--- config.mk ---
export PLATFORM = sky130hd
export DESIGN_NAME = imem_loader
export DESIGN_NICKNAME = d
export VERILOG_FILES = /design/src/rtl/imem_loader.sv
export SDC_FILE = /design/constraint.sdc
export NUM_CORES = 1
export LEC_CHECK = 0
export ABC_CLOCK_PERIOD_IN_PS = 8480
export CAP_MARGIN = 25
export CORE_MARGIN = 2
export CORE_UTILIZATION = 45
export CTS_CLUSTER_SIZE = 20
export DETAILED_ROUTE_END_ITERATION = 10
export GPL_TIMING_DRIVEN = 0
export PLACE_DENSITY = 0.69
export SYNTH_ARGS = -nofsm -noshare
export SYNTH_HDL_FRONTEND = slang
export SYNTH_SLANG_ARGS = --single-unit
--- constraint.sdc ---
create_clock -name clk -period 8.48 [get_ports clk]
set_input_delay 1.272 -clock clk [delete_from_list [all_inputs] [get_ports clk]]
set_output_delay 1.272 -clock clk [all_outputs]
set_load 0.03 [all_outputs]
--- src/rtl/imem_loader.sv ---
// imem_loader: boot loader that turns a UART byte frame into instruction memory writes
// Frame: MAGIC, LEN_LO, LEN_HI, 4*LEN payload bytes (little-endian words), CSUM (XOR of payload)
// Ports:
//   clk, rst                 system clock, asynchronous active-high reset
//   rx_data_in, rx_valid_in  incoming byte stream; rx_ready_out low only while in error
//   err_clr_in               pulse that leaves the error state
//   imem_addr_out/data/we    instruction memory write port (byte address, word, one-cycle strobe)
//   cpu_rst_n_out, done_out  core released and frame verified
//   err_out, err_code_out    sticky error and cause: 1 bad length, 2 checksum, 3 timeout
module imem_loader #(
   parameter int IMEM_DEPTH_WORDS = 1024,
   parameter int IMEM_ADDR_WIDTH = 12,
   parameter int TIMEOUT_CYCLES = 1000000,
   parameter logic [7:0] MAGIC = 8'hA5
) (
   input  logic clk,
   input  logic rst,
   input  logic [7:0] rx_data_in,
   input  logic rx_valid_in,
   output logic rx_ready_out,
   input  logic err_clr_in,
   output logic [IMEM_ADDR_WIDTH-1:0] imem_addr_out,
   output logic [31:0] imem_data_out,
   output logic imem_we_out,
   output logic cpu_rst_n_out,
   output logic done_out,
   output logic err_out,
   output logic [1:0] err_code_out
);
   localparam int TW = $clog2(TIMEOUT_CYCLES);
   typedef enum logic [2:0] {IDLE, LEN_LO, LEN_HI, DATA, CSUM, DONE, ERR} state_t;
   state_t state, state_n;
   logic [1:0] code_n;
   logic [15:0] len, len_full;
   logic [IMEM_ADDR_WIDTH-3:0] widx;
   logic [1:0] lane;
   logic [7:0] csum;
   logic [23:0] asm_word;
   logic [TW-1:0] tcnt;
   logic acc, timed, expire, last;
   assign rx_ready_out = state != ERR;
   assign err_out = state == ERR;
   assign acc = rx_valid_in && rx_ready_out;
   assign timed = state inside {LEN_LO, LEN_HI, DATA, CSUM};
   // an accepted byte always beats an expiring timeout
   assign expire = timed && !acc && tcnt == TW'(TIMEOUT_CYCLES - 1);
   assign len_full = {rx_data_in, len[7:0]};
   assign last = lane == 2'd3 && 16'(widx) == len - 16'd1;
   always_comb begin
      state_n = state;
      code_n = err_code_out;
      if (expire) begin
         state_n = ERR;
         code_n = 2'd3;
      end else begin
         case (state)
            IDLE, DONE: if (acc && rx_data_in == MAGIC) state_n = LEN_LO;
            LEN_LO: if (acc) state_n = LEN_HI;
            LEN_HI: if (acc) begin
               state_n = (len_full == '0 || len_full > 16'(IMEM_DEPTH_WORDS)) ? ERR : DATA;
               code_n = (state_n == ERR) ? 2'd1 : code_n;
            end
            DATA: if (acc && last) state_n = CSUM;
            CSUM: if (acc) begin
               state_n = (rx_data_in == csum) ? DONE : ERR;
               code_n = (state_n == ERR) ? 2'd2 : code_n;
            end
            ERR: if (err_clr_in) begin
               state_n = IDLE;
               code_n = 2'd0;
            end
            default: state_n = IDLE;
         endcase
      end
   end
   always_ff @(posedge clk or posedge rst) begin
      if (rst) begin
         state <= IDLE;
         err_code_out <= '0;
         cpu_rst_n_out <= 1'b0;
         done_out <= 1'b0;
         imem_we_out <= 1'b0;
         imem_addr_out <= '0;
         imem_data_out <= '0;
         len <= '0;
         widx <= '0;
         lane <= '0;
         csum <= '0;
         asm_word <= '0;
         tcnt <= '0;
      end else begin
         state <= state_n;
         err_code_out <= code_n;
         cpu_rst_n_out <= state_n == DONE;
         done_out <= state_n == DONE;
         imem_we_out <= 1'b0;
         tcnt <= (timed && !acc && !expire) ? tcnt + 1'b1 : '0;
         if (acc) begin
            case (state)
               LEN_LO: len[7:0] <= rx_data_in;
               LEN_HI: begin
                  len[15:8] <= rx_data_in;
                  widx <= '0;
                  lane <= '0;
                  csum <= '0;
               end
               DATA: begin
                  csum <= csum ^ rx_data_in;
                  lane <= lane + 2'd1;
                  // lanes 0-2 collect in asm_word; lane 3 goes straight to the output register
                  if (lane == 2'd3) begin
                     imem_we_out <= 1'b1;
                     imem_data_out <= {rx_data_in, asm_word};
                     imem_addr_out <= {widx, 2'b00};
                     widx <= widx + 1'b1;
                  end else begin
                     asm_word <= lane == 2'd0 ? {asm_word[23:8], rx_data_in} :
                                 lane == 2'd1 ? {asm_word[23:16], rx_data_in, asm_word[7:0]} :
                                                {rx_data_in, asm_word[15:0]};
                  end
               end
               default: ;
            endcase
         end
      end
   end
endmodule

==> reports/qor.csv, run 1 <==
metric,value,unit
HP Start,asm_word[23]$_DFFE_PP0P_,
ANT cells,0,
FF-to-FF Start,len[0]$_DFFE_PP0P_,
top cell types by occurrence after synthesis,"148 x nand2_1, 129 x dfrtp_1, 52 x nor2_1",
arrival time of the worst setup path,2.59,ns
H-tree depth,4,
"Async S/R FF share, synth",1.00,
sequential-to-total area share from yosys stat,0.533,
largest area contributor in the netlist,dfrtp_1,
Fin. Hold Viols,0,
GR Overflow Total,0,
Critical-path top delay cell,clkdlybuf4s50_1,
Seq pwr share,0.395,
post-synthesis compound-gate area fraction,0.0651,
Worst Tran Pin Value,0.858,ns
Die Wd,120,um
sink count of the clock tree,129,
root buffer cell,clkbuf_16,
Sw Ratio,0.271,
vias per cell,5.28,
Area contributors post-synth,"dfrtp_1 53%, nand2_1 9.2%, mux2_2 7.1%, xor2_1 3.9%, nor2_1 3.2%",
Worst R2R Setup Slack,5.51,ns
largest net degree at the start of global routing,102,
"Reg clk slew, reported paths",0.06,ns
Synth Register Bits,129,
min-delay worst type,reg -> reg,
final total power,1.78,mW
crit share post-route,0.455,
top cell type's share of synthesized area,0.533,
"Distinct cells, synth",56,
adder-cell share of the synthesized area,0.0124,
Peak supply drop,0.160,mV
num ports,63,
Vias,4656,
DRT iter0 DRCs,264,
first-pass GRT wire length,23500,um
WHS Path Cells,2,
initial antenna violation count,0,
Setup CP Type,reg -> out,
final max-slew violation count,0,
final setup vio count,0,
xor-xnor portion of the synthesized cell area,0.0622,
dpl hpwl,9560,um
gr usage total,0.208,
Worst path max stage delay,0.67,ns
prevailing post-synth register cell,dfrtp_1,
hold_buf cts,0,
"Clk Latency, worst-skew pair",0.42,ns
TritonCTS buffer count,17,
Layout area overhead,24.0,%
setup bufs post-CTS,0,
Min-Delay Endpoint,imem_data_out[23]$_DFFE_PP0P_,
# rows,42,
Register-to-Register Path Depth,10,
Lkg Pwr,3.52,nW
CTS resizes,0,
"EDFF count, synth",0,
worst path required time,7.21,ns
mux cell area share after synthesis,0.0740,
I/O Buffers,55,
Ys Warns,0,
Worst Path Max Fanout,10,
r2r endpoint,done_out$_DFF_PP0_,
Tmin final,3.86,ns
PD cells,237,nW/um^2
CTS tree,built,
die span in y,120,um
main combinational cell family by area after synthesis,simple AND/OR/NAND/NOR gates,
most frequent cell after synthesis,nand2_1,
"wirelength, routed",14000,um
fmax,0.259,GHz
Starting Density,0.459,
RSZ-0062 raised after global routing,no,
Startpoint Class,flip-flop,
Clock Skews,0.0137,ns
Net Sw Power,484,uW
number of global-route vias before repair,4809,
routability congestion estimate,0.833,
core area,13200,sq um
drt wl/cell,15.9,um
Clock Path Buffers,2,
number of nets still failing antenna checks after routing,0,
Clock power frac,0.442,
slew margin rel.,0.426,
syn avg cell area,9.83,sq um
ratio of cells with drive above 1 in the final layout,0.121,
nets,710,
Max-cap violations,0,
TNS Setup,0,ns
status,finished clean,
Post-Synthesis Cells,616,
CP endpoint kind,primary output,
Internal,1.30,mW
die area,14400,sq um
Post-route DRC,0,
crit path cell chain,clkbuf_1 -> inv_1 -> clkbuf_1 -> nand3_1 -> inv_1 -> clkdlybuf4s50_1,
DRT Pass-1 Iters,4,
mapped cell area,6060,sq um
post-synthesis simple-gate area fraction,0.220,
Comb pwr share,0.163,
## kinds of logic (layout without fill, tap and decap cells)
family                   count (synthesis)  count (layout)
AND/OR/NAND/NOR                        292             292
flip-flops                             129             129
AO/OA/AOI/OAI                           58              58
buffers and inverters                   47             135
XOR/XNOR                                43              43
multiplexers                            40              40
adder cells (fa/ha/maj)                  6               6
other                                    1               2
## flip-flops by register name, indices dropped and copies added, names as in the netlist, 3 cells and up
name	count
imem_data_out	32
asm_word	24
tcnt	20
len	16
imem_addr_out	10
widx	10
csum	8
state	3
## cells in the final DEF, fill, tap and decap left out, types with 17 or more instances in the layout
cell,instances
nor2_1,52
o21ai_0,26
dfrtp_1,129
nand3_1,30
mux2_2,38
nand2_1,148
clkdlybuf4s50_1,55
clkbuf_1,26
clkbuf_16,17
xor2_1,27
## cell type report
type / instances / area (sq um)
Fill cell: 1141 / 5680
Buffer: 34 / 149
Clock buffer: 21 / 470
Clock inverter: 11 / 174
Timing Repair Buffer: 56 / 578
Tap cell: 176 / 220
Multi-Input combinational cell: 441 / 2630
Inverter: 13 / 53.8
Sequential cell: 129 / 3230
## through the flow
step | instances | utilization | instance area (sq um) | hold slack (ns) | setup slack [ns]
after floorplan | 617 | - | 6060 | 0.433 | 3.77
after global placement | 848 | 0.518 | 6830 | 0.444 | 2.13
after detailed placement | 849 | 0.520 | 6860 | 0.456 | 4.54
after CTS | 881 | 0.569 | 7510 | 0.470 | 4.64
after global routing | 881 | 0.569 | 7510 | 0.495 | 4.49
final | 881 | 0.569 | 7510 | 0.471 | 4.62
## worst max-delay path, delay by kind of cell (launching register included)
kind	cells	cell delay (ns)
buffers and inverters	5	1.61
and+or+nand+nor	1	0.20
DFF	1	0.36
## power groups by stage
stage	clock network (mW)	logic [mW]	registers (mW)
after floorplan	0	0.208	0.712
after global placement	0	0.281	0.712
after detailed placement	0	0.290	0.714
after CTS	0.795	0.292	0.703
after global routing	0.823	0.326	0.711
final	0.787	0.291	0.704
## worst max-delay path by stage
stage,start,endpoint,slack (ns),cells after the start
floorplan,rst,asm_word[0]$_DFFE_PP0P_,3.77,1
global placement,rst,imem_addr_out[7]$_DFFE_PP0P_,2.13,2
detailed placement,rx_data_in[1],done_out$_DFF_PP0_,4.54,8
CTS,state[0]$_DFF_PP0_,err_out,4.64,6
global route,state[0]$_DFF_PP0_,err_out,4.49,6
finish,state[0]$_DFF_PP0_,err_out,4.62,6
## layer usage
layer  wire length [um]  global-route usage  vias up
met5                  0                   0        -
met4                274              0.0721        0
met3                452              0.0456       24
met2               6900               0.344       87
met1               6380               0.270     2321
li1                   -                   -     2224
Note: power is estimated with default switching activity, not from simulation.
==> run 2: changes to the inputs <==
Settings changed: ABC_CLOCK_PERIOD_IN_PS 8480 to 3500, PLACE_DENSITY 0.69 to 0.71.
Clock period 8.48 ns to 3.5 ns, I/O delays scaled along.
==> run 2 against run 1 <==
Effect of this change: register-to-register slack worse by 5.0 ns; clock power up 120%; wire length down 2.5%; total power up 130%; flip-flop and latch count unchanged; utilization down 0.21 points; non-clock buffer count up 2; worst hold slack worse by 0.010 ns; via count down 0.11%; global-route usage down 0.41 points; clock skew down 0.0038 ns; count of clock-buffer cells in the layout down 1; largest power group unchanged.
==> reports/qor.csv, run 2 (synthesis gave the netlist of run 1 again) <==
metric,value,unit,change
status,finished clean,,
HP Start,asm_word[20]$_DFFE_PP0P_,,
die span in y,120,um,unchanged
Die Wd,120,um,unchanged
gr usage total,0.204,,-0.00412
hold_buf cts,0,,unchanged
max reg flops,32,,unchanged
num ports,63,,unchanged
TNS Setup,0,ns,unchanged
nets,712,,+0.28%
Final WS setup,0.392,ns,-4.23 ns
TritonCTS buffer count,17,,unchanged
final max-slew violation count,0,,unchanged
root buffer cell,clkbuf_16,,
initial antenna violation count,0,,unchanged
"Clk Latency, worst-skew pair",0.42,ns,about the same
Sw Ratio,0.284,,+0.0124
ratio of cells with drive above 1 in the final layout,0.122,,+0.00125
DRT Pass-1 Iters,4,,unchanged
sink count of the clock tree,129,,unchanged
largest registers,"imem_data_out (32), asm_word (24), tcnt (20)",,
Worst path max stage delay,0.66,ns,about the same
dpl hpwl,9490,um,-0.75%
Post-Route Utilization,0.567,,-0.00209
slew margin rel.,0.463,,+0.0373
"Reg clk slew, reported paths",0.06,ns,about the same
first-pass GRT wire length,23000,um,-2.2%
ANT cells,0,,unchanged
fmax,0.322,GHz,
setup bufs post-CTS,0,,unchanged
FF-to-FF Start,len[0]$_DFFE_PP0P_,,
fillers,1123,,-1.6%
final total power,4.16,mW,+130%
number of global-route vias before repair,4675,,-2.8%
"wirelength, routed",13700,um,-2.5%
Clock power frac,0.418,,-0.024
Startpoint Class,flip-flop,,
most frequent cells in the layout,"148 x nand2_1, 129 x dfrtp_1, 55 x clkdlybuf4s50_1",,
Post-route DRC,0,,unchanged
"Most flops, register",imem_data_out,,
CTS tree,built,,
arrival time of the worst setup path,2.58,ns,about the same
Peak supply drop,0.448,mV,+180%
Comb pwr share,0.171,,+0.008
drt wl/cell,15.5,um,-2.6%
"most common cell after layout, fill and taps aside",nand2_1,,
DRT iter0 DRCs,344,,+30%
area of the multi-input gates,2630,sq um,unchanged
CP endpoint kind,primary output,,
worst path required time,2.97,ns,-4.24 ns
Vias,4651,,-0.11%
crit share post-route,0.888,,
Critical-path top delay cell,clkdlybuf4s50_1,,
RSZ-0062 raised after global routing,no,,
Layout area overhead,23.5,%,
final setup vio count,0,,unchanged
Worst Path Max Fanout,10,,unchanged
number of nets still failing antenna checks after routing,0,,unchanged
min-delay worst type,reg -> reg,,
Worst Tran Pin Value,0.802,ns,-0.0557 ns
Fin. Hold Viols,0,,unchanged
Lkg Pwr,3.50,nW,-0.68%
H-tree depth,4,,unchanged
Internal,2.98,mW,+130%
Tmin final,3.11,ns,
Clock Path Buffers,2,,unchanged
sequential cell area,3230,sq um,unchanged
PD cells,557,nW/um^2,+130%
Seq pwr share,0.411,,+0.016
crit path launch,state[0]$_DFF_PP0_,,
# rows,42,,unchanged
vias per cell,5.27,,-0.22%
Net Sw Power,1.18,mW,+140%
crit path cell chain,clkbuf_1 -> inv_1 -> clkbuf_1 -> nand3_1 -> inv_1 -> clkdlybuf4s50_1,,
die area,14400,sq um,unchanged
Max-cap violations,0,,unchanged
Starting Density,0.459,,unchanged
dpl ws,0.425,ns,-4.12 ns
largest net degree at the start of global routing,44,,-57%
I/O Buffers,55,,unchanged
Clock Skews,0.00992,ns,-0.00380 ns
GR Overflow Total,0,,unchanged
Setup CP Type,reg -> out,,
routability congestion estimate,0.856,,+2.8%
CTS resizes,0,,unchanged
core area,13200,sq um,unchanged
run 2: path summary, 6_finish.rpt:
path / endpoint / depth (start not counted) / slack [ns]
setup / recovery: err_out / 6 / 0.39
setup reg to reg: done_out$_DFF_PP0_ / 10 / 0.49
hold reg to reg: imem_data_out[20]$_DFFE_PP0P_ / 2 / 0.46
hold / removal: imem_data_out[20]$_DFFE_PP0P_ / 2 / 0.46
max in group asynchronous: imem_addr_out[8]$_DFFE_PP0P_ / 3 / 2.36
min in group asynchronous: csum[5]$_DFFE_PP0P_ / 2 / 0.53
run 2: critical path, delay by kind of cell (launching register included):
family | cells | cell delay [ns]
flip-flops | 1 | 0.36
AND/OR/NAND/NOR | 1 | 0.21
buffers and inverters | 5 | 1.59
run 2: layout make-up:
type	count	share of cell area
Sequential cell	129	0.432
Buffer	34	0.0199
Multi-Input combinational cell	441	0.352
Clock inverter	11	0.0172
Tap cell	176	0.0294
Inverter	13	0.00703
Clock buffer	20	0.0611
Timing Repair Buffer	58	0.0816
run 2: power groups by stage:
stage / sequential (mW) / clock [mW] / combinational, mW
floorplan: 1.73 / 0 / 0.504
global placement: 1.73 / 0 / 0.678
detailed placement: 1.73 / 0 / 0.708
CTS: 1.71 / 1.77 / 0.715
global route: 1.73 / 1.84 / 0.786
finish: 1.71 / 1.74 / 0.711
run 2: per-layer routing:
layer | routed length, um | share of wire | GRT usage | vias to the layer above
met4 | 269 | 0.020 | 0.0765 | 0
li1 | - | - | - | 2217
met3 | 600 | 0.044 | 0.0504 | 25
met5 | 0 | 0 | 0 | -
met1 | 6100 | 0.45 | 0.268 | 2302
met2 | 6680 | 0.49 | 0.326 | 107
run 2: per-stage QoR:
| step | hold WS [ns] | instances | instance area, sq um |
|---|---|---|---|
| detailed placement | 0.447 | 851 | 6890 |
| finish | 0.460 | 882 | 7480 |
| global placement | 0.445 | 848 | 6830 |
| CTS | 0.462 | 882 | 7480 |
| floorplan | 0.433 | 617 | 6060 |
| global route | 0.489 | 882 | 7480 |
==> run 3: changes to the inputs <==
Settings changed: CELL_PAD_IN_SITES_DETAIL_PLACEMENT set to 1, CELL_PAD_IN_SITES_GLOBAL_PLACEMENT set to 2, CORE_UTILIZATION 45 to 33, PLACE_DENSITY 0.71 to unset, PLACE_DENSITY_LB_ADDON set to 0.1.
==> run 3 against run 2 <==
Effect of this change: setup slack got worse by 0.17 ns; design area rose by 0.89%; flip-flop and latch count stayed put; sequential power about the same.
==> reports/qor.csv, run 3 (synthesis gave the netlist of run 1 again) <==
metric,value,unit,change
ANT cells,0,,unchanged
number of nets still failing antenna checks after routing,0,,unchanged
H-tree depth,4,,unchanged
fmax,0.305,GHz,-5.1%
sequential cell area,3230,sq um,unchanged
initial antenna violation count,0,,unchanged
Startpoint Class,flip-flop,,
core area,18000,sq um,+36%
fillers,2045,,+82%
Finished Cell Area,7550,sq um,+0.89%
slew margin rel.,0.385,,-0.0781
Tmin final,3.27,ns,+0.166 ns
Fin. Hold Viols,0,,unchanged
hold_buf cts,0,,unchanged
PD cells,558,nW/um^2,+0.15%
num ports,63,,unchanged
area of the multi-input gates,2630,sq um,unchanged
worst path required time,2.97,ns,about the same
Worst Path Max Fanout,10,,unchanged
Post-Route Utilization,0.420,,-0.147
Lkg Pwr,3.49,nW,-0.14%
RSZ-0062 raised after global routing,no,,
final setup vio count,0,,unchanged
crit share post-route,0.936,,+0.0474
I/O Buffers,55,,unchanged
routability congestion estimate,0.775,,-9.5%
die area,19500,sq um,+35%
final max-slew violation count,0,,unchanged
Peak supply drop,0.380,mV,-15%
CP endpoint kind,primary output,,
Final Non-Filler Cells,935,,+6.0%
drt wl/cell,17.8,um,+15%
sink count of the clock tree,129,,unchanged
Starting Density,0.337,,-0.122
Post-route DRC,0,,unchanged
most frequent cells in the layout,"148 x nand2_1, 129 x dfrtp_1, 55 x clkdlybuf4s50_1",,
"Reg clk slew, reported paths",0.06,ns,about the same
gr usage total,0.178,,-0.0254
dpl ws,0.138,ns,-0.287 ns
largest net degree at the start of global routing,42,,-4.5%
DP Cell Count,904,,+6.2%
Die Wd,139,um,+16%
# rows,49,,+17%
TritonCTS buffer count,17,,unchanged
met2 usage,0.287,,-0.0395
TNS Setup,0,ns,unchanged
"most common cell after layout, fill and taps aside",nand2_1,,
DRT iter0 DRCs,266,,-23%
setup bufs post-CTS,0,,unchanged
min-delay worst type,reg -> reg,,
Max-cap violations,0,,unchanged
Final WS setup,0.226,ns,-0.166 ns
final total power,4.21,mW,+1.0%
gr busiest metal,met2,,
arrival time of the worst setup path,2.75,ns,+0.17 ns
root buffer cell,clkbuf_16,,
status,finished clean,,
"Clk Latency, worst-skew pair",0.42,ns,about the same
met1 GRT Util,0.246,,-0.0226
GR Overflow Total,0,,unchanged
nets,712,,unchanged
Clock Skews,0.0102,ns,+0.000320 ns
CTS resizes,0,,unchanged
CTS tree,built,,
max reg flops,32,,unchanged
dpl hpwl,11700,um,+24%
Worst Tran Pin Value,0.919,ns,+0.117 ns
DRT Pass-1 Iters,4,,unchanged
"Most flops, register",imem_data_out,,
M3 GR Usage,0.0323,,-0.0180
vias per cell,4.99,,-5.3%
ratio of cells with drive above 1 in the final layout,0.123,,+0.00142
Vias,4668,,+0.37%
Setup CP Type,reg -> out,,
Post-DP Area,6960,sq um,+0.96%
die span in y,139,um,+16%
Layout area overhead,24.6,%,
WHS,0.465,ns,+0.00498 ns
number of global-route vias before repair,5007,,+7.1%
first-pass GRT wire length,27200,um,+18%
Clock Path Buffers,2,,unchanged
largest registers,"imem_data_out (32), asm_word (24), tcnt (20)",,
"wirelength, routed",16600,um,+22%
## run 3: cell types whose count changed in the layout (fill, tap and decap cells not counted)
cell	change
clkbuf_1	-1
clkbuf_8	-2
clkinv_4	+2
clkinvlp_4	+1
clkinv_2	-1
inv_8	+1
## run 3: where the power goes
group	internal, mW	switching (mW)	leakage, nW
sequential	1.60	0.105	1.76
clock	1.06	0.705	0.278
combinational	0.294	0.445	1.45
total	2.95	1.26	3.49
## run 3: path summary, 6_finish.rpt
check,start,end,slack (ns),depth (start not counted)
setup / recovery,state[0]$_DFF_PP0_,err_out,0.23,6
hold / removal,asm_word[23]$_DFFE_PP0P_,imem_data_out[23]$_DFFE_PP0P_,0.47,2
setup reg to reg,state[2]$_DFF_PP0_,imem_data_out[9]$_DFFE_PP0P_,0.43,9
hold reg to reg,asm_word[23]$_DFFE_PP0P_,imem_data_out[23]$_DFFE_PP0P_,0.47,2
max in group asynchronous,rst,asm_word[22]$_DFFE_PP0P_,2.10,4
min in group asynchronous,rst,tcnt[0]$_DFF_PP0_,0.52,2
## run 3: final cells by class
cell class | instances | share of cell area
Buffer | 34 | 0.0197
Clock buffer | 17 | 0.0564
Clock inverter | 14 | 0.0212
Inverter | 13 | 0.00696
Multi-Input combinational cell | 441 | 0.349
Sequential cell | 129 | 0.428
Tap cell | 229 | 0.0380
Timing Repair Buffer | 58 | 0.0809
## run 3: per-layer routing
metal | part of all wire | up-vias
met4 | 0.013 | 0
met5 | 0 | -
met2 | 0.48 | 52
li1 | - | 2223
met1 | 0.49 | 2376
met3 | 0.019 | 17
## run 3: critical path: stages (launching register included)
cell and delay (ns):
dfrtp_1 0.36, clkbuf_1 0.24, inv_1 0.20, clkbuf_1 0.47, nand3_1 0.28, inv_1 0.11, clkdlybuf4s50_1 0.67
==> patch (config.mk and constraints of run 3) <==
The parameter `IMEM_DEPTH_WORDS` goes from 1024 to 512.
--- a/src/rtl/imem_loader.sv
+++ b/src/rtl/imem_loader.sv
@@ -8,7 +8,7 @@
 //   cpu_rst_n_out, done_out  core released and frame verified
 //   err_out, err_code_out    sticky error and cause: 1 bad length, 2 checksum, 3 timeout
 module imem_loader #(
-   parameter int IMEM_DEPTH_WORDS = 1024,
+   parameter int IMEM_DEPTH_WORDS = 512,
    parameter int IMEM_ADDR_WIDTH = 12,
    parameter int TIMEOUT_CYCLES = 1000000,
    parameter logic [7:0] MAGIC = 8'hA5
Function: changed (a bounded check fails within 4 cycles, from zero or initial values and one cycle with rst high).
==> patch against run 3 <==
Fmax is 12% higher; sequential cell count is the same; critical path depth increased by 5; global-route usage increased by 1.2 points; synthesized cell count is 3.6% higher; wire length is 4.5% higher; non-clock buffer count rose by 8; synthesized area increased by 1.5%; utilization up 0.23 points; register-to-register slack improved by 0.13 ns; sequential power up 4%; worst setup slack improved by 0.34 ns; total power up 3.6%; cell area increased by 1.2%; critical endpoint is now done_out$_DFF_PP0_.
==> patch: results (changes against run 3) <==
| Metric | Value |
|---|---|
| Initial antenna violation count | `1 (was 0)` |
| CTS resizes | `0 (unchanged)` |
| Synth Area in Adders | `1.22% (was 1.24%)` |
| # diodes | `0 (unchanged)` |
| PortBufs | `56 (was 55)` |
| Clock slew at reported path FFs | `0.06 ns (about the same)` |
| Relative slew slack | `35.8% (was 38.5%)` |
| VDD IR-drop max | `0.331 mV (was 0.380 mV)` |
| Drt first-iter violations | `203 (was 266)` |
| Routed vias/inst | `5.04 (was 4.99)` |
| Vias in the first global route | `5192 (was 5007)` |
| Critical Path Start | `len[0]$_DFFE_PP0P_ (was state[0]$_DFF_PP0_)` |
| Later-pin clock latency in the skew report | `0.43 ns` |
| Status | `complete, no violations (unchanged)` |
| Worst Hold End | `imem_data_out[7]$_DFFE_PP0P_ (was imem_data_out[23]$_DFFE_PP0P_)` |
| M1 WL | `8.54 mm (was 8.15 mm)` |
| Yosys warns | `0 (unchanged)` |
| Critical-path maximum fanout | `8 (was 10)` |
| Worst slack, placed | `0.466 ns (was 0.138 ns)` |
| Synth cell count leaders | `nand2_1, dfrtp_1, nor2_1, mux2_2, o21ai_0 (was nand2_1, dfrtp_1, nor2_1, mux2_2, nand3_1)` |
| Post-synthesis mux area share | `6.76% (was 7.40%)` |
| Post-synthesis sequential area ratio | `52.5% (was 53.3%)` |
| Hold_sp | `asm_word[7]$_DFFE_PP0P_ (was asm_word[23]$_DFFE_PP0P_)` |
| Final setup vio count | `0 (unchanged)` |
| CTS Buf Count | `17 (unchanged)` |
| Final GP Congestion | `0.791 (was 0.775)` |
| Routed wire length per instance | `18.1 um (was 17.8 um)` |
| Reg2reg setup slack | `0.56 ns (was 0.43 ns)` |
| Area contributors post-synth | `dfrtp_1, nand2_1, mux2_2 (unchanged)` |
| Met2 wire length | `8.05 mm (was 7.93 mm)` |
| DP HPWL | `12.1 mm (was 11.7 mm)` |
| Overall routing resource usage | `19.0% (was 17.8%)` |
| Met3 wire len | `530 um (was 311 um)` |
| Leakage | `3.51 nW (was 3.49 nW)` |
| Layout cell share with drive strength beyond 1 | `12.7% (was 12.3%)` |
| Fin nets | `736 (was 712)` |
| Worst setup margin | `0.564 ns (was 0.226 ns)` |
| First-pass GRT wire length | `29.0 mm (was 27.2 mm)` |
| Setup Buffers After CTS | `0 (unchanged)` |
| Data arrival time of the worst path | `3.24 ns (was 2.75 ns)` |
| Reg2Reg Depth | `11 (was 9)` |
| Synth Area in XOR/XNOR | `5.99% (was 6.22%)` |
| Final Skew | `0.0105 ns (was 0.0102 ns)` |
| Clk root buf | `clkbuf_16 (unchanged)` |
| Post-synthesis compound-gate area fraction | `7.19% (was 6.51%)` |
| Top sig layer | `met4 (unchanged)` |
| Synth unique cells | `55 (was 56)` |
| Async SR Flop Fraction | `100% (unchanged)` |
| Largest net degree at the start of global routing | `40 (was 42)` |
| Crit path to | `done_out$_DFF_PP0_ (was err_out)` |
-- patch: cell count changes in the layout (fill, tap and decap cells not counted), moves of 5 or more --
cell	change
nand2_1	+24
nand3_1	-17
nor2_1	-10
nand2b_1	-9
o21ai_0	+9
nor4_1	+7
a21oi_1	+6
clkinv_4	-5
inv_6	+5
-- patch: through the flow --
stage / hold WS [ns] / utilization, % / area [sq um] / power (mW) / std cells
floorplan: 0.435 / - / 6150 / 2.35 / 639
global placement: 0.446 / 38.7 / 7000 / 2.58 / 924
finish: 0.467 / 42.2 / 7640 / 4.36 / 960
detailed placement: 0.462 / 39.1 / 7070 / 2.62 / 928
CTS: 0.476 / 42.2 / 7640 / 4.41 / 960
global route: 0.492 / 42.2 / 7640 / 4.59 / 960
-- patch: layout make-up --
cell class,count,area (sq um)
Buffer,40,210
Clock buffer,18,429
Clock inverter,14,144
Fill cell,2025,10400
Inverter,14,56.3
Multi-Input combinational cell,456,2660
Sequential cell,129,3230
Tap cell,229,287
Timing Repair Buffer,60,628
-- patch: where the power goes --
| group | total, mW | internal (mW) | switching, mW |
|---|---|---|---|
| Sequential | 1.78 | 1.64 | 0.142 |
| Clock | 1.77 | 1.00 | 0.765 |
| Combinational | 0.813 | 0.332 | 0.481 |
-- patch: critical path, stage by stage (launching register included) --
cell and delay, ns:
dfrtp_1 0.46, inv_1 0.12, ha_1 0.14, buf_2 0.19, or3b_1 0.36, clkbuf_1 0.20
o32ai_1 0.28, a32oi_1 0.16, a311oi_2 0.36, nand4_1 0.16, o2111ai_1 0.27, a21oi_1 0.11
-- patch: per-layer routing --
layer  GRT usage (%)  up-vias
li1                -     2304
met1            26.3     2450
met2            30.2       71
met3            4.14       18
met4            5.53        0
met5               0        -
